$ cat config.mk
export PLATFORM = sky130hd
export DESIGN_NAME = sequential_divider
export DESIGN_NICKNAME = d
export VERILOG_FILES = /design/src/rtl/sequential_divider_pkg.sv /design/src/rtl/sequential_divider_div_step.sv /design/src/rtl/sequential_divider.sv
export SDC_FILE = /design/constraint.sdc
export NUM_CORES = 1
export LEC_CHECK = 0
export BUFFER_PORTS_ARGS = -buffer_cell sky130_fd_sc_hd__buf_4
export CAP_MARGIN = 15
export CORE_MARGIN = 5
export CORE_UTILIZATION = 57
export DETAILED_ROUTE_END_ITERATION = 7
export GPL_ROUTABILITY_DRIVEN = 0
export PLACE_DENSITY = 0.79
export SETUP_SLACK_MARGIN = 0.5
export SLEW_MARGIN = 10
export SYNTH_ARGS = -nofsm -noshare
export SYNTH_HDL_FRONTEND = slang
export SYNTH_HIERARCHICAL = 1
export SYNTH_SLANG_ARGS = --single-unit
$ cat constraint.sdc
create_clock -name clk -period 2.6 [get_ports clk]
set_input_delay 0.26 -clock clk [delete_from_list [all_inputs] [get_ports clk]]
set_output_delay 0.26 -clock clk [all_outputs]
set_load 0.02 [all_outputs]
$ cat src/rtl/sequential_divider_pkg.sv
// Shared definitions for the restoring divider: FSM encoding and the
// quotient fill value reported on divide-by-zero.
package sequential_divider_pkg;

  typedef enum logic [1:0] {
    S_IDLE = 2'd0,
    S_CALC = 2'd1,
    S_DONE = 2'd2
  } state_t;

  // Divide-by-zero reports a quotient with every bit set to this value.
  localparam logic DIV_ZERO_Q_BIT = 1'b1;

  // Step counter width: one spare bit so a count of WIDTH never wraps.
  function automatic int cnt_width(input int width);
    return $clog2(width) + 1;
  endfunction

endpackage

$ cat src/rtl/sequential_divider_div_step.sv
// One combinational restoring-division step: shift in the next dividend bit,
// trial-subtract the divisor, and restore on borrow.
module div_step #(
  parameter int WIDTH = 8
) (
  input  logic [WIDTH-1:0] rem,
  input  logic             dvd_msb,
  input  logic [WIDTH-1:0] divisor,
  output logic [WIDTH-1:0] rem_next,
  output logic             q_bit
);

  logic [WIDTH:0]   shifted;
  logic [WIDTH-1:0] diff;
  logic             diff_top_unused;
  logic             borrow;

  assign shifted = {rem, dvd_msb};

  // WIDTH+1 bit trial subtract; the borrow out decides restore vs. keep.
  // On no-borrow the difference is below divisor, so its top bit is always 0.
  assign {borrow, diff_top_unused, diff} = {1'b0, shifted} - {2'b00, divisor};

  assign q_bit    = ~borrow;
  assign rem_next = borrow ? shifted[WIDTH-1:0] : diff;

endmodule

$ cat src/rtl/sequential_divider.sv
// Unsigned restoring divider, one quotient bit per clock. start/busy/done
// handshake; divide-by-zero returns all-ones quotient and the dividend as
// remainder with div_by_zero set.
module sequential_divider
  import sequential_divider_pkg::*;
#(
  parameter int WIDTH = 8
) (
  input  logic             clk,
  input  logic             reset_n,
  input  logic             start,
  input  logic [WIDTH-1:0] dividend,
  input  logic [WIDTH-1:0] divisor,
  output logic             busy,
  output logic             done,
  output logic [WIDTH-1:0] quotient,
  output logic [WIDTH-1:0] remainder,
  output logic             div_by_zero
);

  localparam int CW = cnt_width(WIDTH);

  state_t           state;
  logic [CW-1:0]    cnt;
  logic [WIDTH-1:0] rem;
  logic [WIDTH-1:0] dvd;   // dividend shifts out the top, quotient shifts in
  logic [WIDTH-1:0] dvs;
  logic [WIDTH-1:0] rem_nx;
  logic             q_bit;

  div_step #(.WIDTH(WIDTH)) u_step (
    .rem      (rem),
    .dvd_msb  (dvd[WIDTH-1]),
    .divisor  (dvs),
    .rem_next (rem_nx),
    .q_bit    (q_bit)
  );

  // FSM, datapath registers and registered outputs.
  // A zero divisor passes through CALC once with busy low, so its done
  // lands one edge after accept; a nonzero divisor runs WIDTH steps.
  always_ff @(posedge clk or negedge reset_n) begin
    if (!reset_n) begin
      state       <= S_IDLE;
      cnt         <= '0;
      rem         <= '0;
      dvd         <= '0;
      dvs         <= '0;
      busy        <= 1'b0;
      done        <= 1'b0;
      quotient    <= '0;
      remainder   <= '0;
      div_by_zero <= 1'b0;
    end else begin
      case (state)
        S_IDLE, S_DONE: begin
          done  <= 1'b0;
          state <= S_IDLE;
          if (start) begin
            dvd   <= dividend;
            dvs   <= divisor;
            rem   <= '0;
            cnt   <= '0;
            state <= S_CALC;
            busy  <= (divisor != '0);
          end
        end
        S_CALC: begin
          if (dvs == '0) begin
            state       <= S_DONE;
            done        <= 1'b1;
            quotient    <= {WIDTH{DIV_ZERO_Q_BIT}};
            remainder   <= dvd;
            div_by_zero <= 1'b1;
          end else begin
            rem <= rem_nx;
            dvd <= {dvd[WIDTH-2:0], q_bit};
            cnt <= cnt + 1'b1;
            if (cnt == CW'(WIDTH - 1)) begin
              state       <= S_DONE;
              busy        <= 1'b0;
              done        <= 1'b1;
              quotient    <= {dvd[WIDTH-2:0], q_bit};
              remainder   <= rem_nx;
              div_by_zero <= 1'b0;
            end
          end
        end
        default: state <= S_IDLE;
      endcase
    end
  end

endmodule

==> results.py <==
metrics = {
    "detailed_routing": {
        "dr.pass1.iters": 4,
        "remaining_drc_errors": 0,
        "drt_iter0_drc": 171,
        "ant_nets": 0,
        "wire_per_inst_um": 17.43,
        "routed_wl_um": 6082,
        "viasPerCell": 5.986,
        "num_vias": 2089,
    },
    "finish": {
        "fillers": 284,
        "multi_input_area_um2": 1395,
        "fin_nets": 325,
        "seq_area_um2": 1227,
        "utilization_pct": 75.29,
        "drive_gt1_share_pct": 37.04,
        "diodes": 0,
        "area_growth_pct": 27.75,
    },
    "clocking": {
        "cts_buffers": 5,
        "cts_htree_levels": 2,
        "cts_tree": "built",
        "insertion_delay_ps": 310,
        "clk_pin_slew_worst_paths_ps": 90,
        "cts.sinks": 49,
        "cts-root-buf": "clkbuf_8",
        "cts_buffer_depth": 2,
    },
    "die": {
        "rows": 24,
        "die-area_um2": 5979,
        "core_um2": 4384,
        "dieWidth_um": 77.33,
        "start_util_pct": 58.93,
        "die_h_um": 77.33,
        "boundaryPins": 38,
    },
    "logic_synthesis": {
        "synth-seq-cells": 49,
        "synth-edff-count": 0,
        "netlist.area_leader.share_pct": 47.46,
        "synth.largest_area_cell": "dfrtp_1",
        "syn-num-nets": 271,
        "synth_area_leaders": "dfrtp_1, nand2_1, a2bb2oi_2",
        "synth_top_cells_by_count": "dfrtp_1, nand2_1, a21oi_1, inv_1, a31oi_1",
        "avgSynthCellArea_um2": 10.68,
        "syn_area_um2": 2584,
        "yosysSeqAreaShare_pct": 47.46,
        "yosysMostFrequentCell": "dfrtp_1",
        "yosys_warnings": 6,
        "ys.flop_type": "dfrtp_1",
        "ys_async_sr_fraction_pct": 100.0,
        "yosysUniqueCellTypes": 46,
        "netlist_instances": 242,
    },
    "outcome": {
        "status": "finished clean",
    },
    "critical_path": {
        "cp.arrival_ps": 2390,
        "critPathLaunchType": "flip-flop",
        "end_kind": "flip-flop",
        "worst_r2r_path_depth": 9,
        "reg2reg_from": "dvd[7]$_DFFE_PN0P_",
        "r2r_setup_slack_ps": 410,
        "crit_path_max_fanout": 3,
        "criticalPathCategory": "flip-flop to flip-flop",
        "crit_required_ps": 2800,
        "worstReg2RegEnd": "rem[6]$_DFFE_PN0P_",
    },
    "sta": {
        "skew_ps": 8.293,
        "max_slew_margin_pct": 59.28,
        "fmax_mhz": 457.6,
        "final_max_slew_viol_count": 0,
        "rsz0062_at_grt": "true",
        "final.setup.tns_ps": 0,
        "timing.final.crit_share_pct": 84.05,
        "layout_setup_ws_ps": 414.6,
        "layout_min_cycle_time_ps": 2185,
        "hold_viol": 0,
        "finalSetupViolCount": 0,
        "tightest_slew_ps": 610.8,
    },
    "power": {
        "peakVddDrop_mv": 0.9480,
        "powerDensity_nw_per_um2": 1742,
        "leakage_nw": 1.523,
    },
    "global_routing": {
        "grt_antenna_before_repair": 0,
        "grt_max_degree": 50,
        "grt.total_usage_pct": 21.00,
        "grt_pass1_vias": 2082,
        "grt_pass1_wl_um": 10250,
        "grt_overflow_total": 0,
    },
    "worst_hold_path": {
        "worstHoldEndpoint": "dvs[3]$_DFFE_PN0P_",
        "hold_depth": 3,
        "hp-start": "divisor[3]",
        "hp-class": "input port to flip-flop",
    },
    "placement": {
        "hpwl_um": 4099,
        "portBuffers": 37,
        "place_ws_ps": 298.8,
    },
    "run": {
        "max_cap_violations": 0,
    },
}
## report_power, final
part | switching (mW) | total [mW] | internal [mW]
combinational | 1.85 | 3.70 | 1.85
sequential | 0.336 | 1.49 | 1.15
clock | 0.270 | 0.559 | 0.289
## sequential cells by signal, summed over array words and instances (netlist names)
signal and cells:
busy 1, dvd 8, state 2, cnt 4, quotient 8, dvs 8, rem 8, remainder 8
div_by_zero 1, done 1
## timing repair
action,in CTS,in global routing
endpoints found under the hold margin,49,0
hold buffers,1,0
resized for setup,8,11
cloned,0,0
setup endpoints to repair,15,24
setup buffers,10,5
pin swaps,5,9
## cell type report
cell class              instances  area share (%)
multi-input cells             171           42.27
flip-flops and latches         49           37.19
repair buffers                 57           13.80
clock buffers                   5           2.085
well taps                      52           1.971
inverters                      12           1.365
clock inverters                 3           1.327
## worst max-delay path by stage
stage | to | slack (ps) | from | depth (start not counted)
final | rem[6]$_DFFE_PN0P_ | 410 | dvd[7]$_DFFE_PN0P_ | 9
after CTS | rem[6]$_DFFE_PN0P_ | 360 | dvs[0]$_DFFE_PN0P_ | 8
after global placement | rem[6]$_DFFE_PN0P_ | 340 | dvs[0]$_DFFE_PN0P_ | 8
after global routing | rem[6]$_DFFE_PN0P_ | 340 | dvs[0]$_DFFE_PN0P_ | 8
after detailed placement | rem[6]$_DFFE_PN0P_ | 300 | dvd[7]$_DFFE_PN0P_ | 9
after floorplan | rem[6]$_DFFE_PN0P_ | 420 | dvs[0]$_DFFE_PN0P_ | 8
## cells by family (layout without fill, tap and decap cells)
family / after synthesis / count (layout) / synth area share [%]
flip-flops: 49 / 49 / 47.46
XOR/XNOR: 3 / 3 / 1.017
AO/OA/AOI/OAI: 73 / 73 / 23.10
multiplexers: 9 / 9 / 4.455
buffers and inverters: 22 / 77 / 3.680
adder cells (fa/ha/maj): 10 / 10 / 5.133
AND/OR/NAND/NOR: 76 / 76 / 15.16
## through the flow
step,hold WS (ps),instance area (um2),power [mW],instances
final,150.9,3301,5.751,349
after detailed placement,313.0,2943,4.588,325
after global routing,148.2,3301,6.164,349
after global placement,317.8,2943,4.512,325
after floorplan,-35.59,2620,3.826,242
after CTS,146.5,3184,5.419,344
## critical path, cell delays in order (launching register included)
cell     delay, ps
dfrtp_1        370
inv_2           50
ha_2           170
fa_2           360
nor2b_2        130
o31a_1         190
nor4_1          60
a311o_1        280
mux2_4         280
a22o_1         200
## layer usage
layer	GRT usage [%]	routed length, um	share of wire, %	vias up
met4	6.873	63	1.0	0
met3	3.396	270	4.4	5
li1	-	-	-	978
met1	28.29	2558	42	1053
met5	0	0	0	-
met2	34.60	3189	52	53
## layout by cell type (no fill, tap or decap), types with 3 or more instances in the layout
cell type  instances
buf_4             54
a21oi_1           12
o22ai_2            4
a22o_1             9
o21ai_0            3
nand2b_1           3
o22a_1             8
nor2b_1            3
mux2_4             5
inv_1              9
nor2_1             4
a31oi_1           10
clkbuf_8           5
ha_1               5
a21o_1             4
nand2_1           48
inv_2              3
mux2i_1            3
a2bb2oi_2          8
nor4_1             3
ha_4               3
dfrtp_1           48
Note: power is estimated with default switching activity, not from simulation.
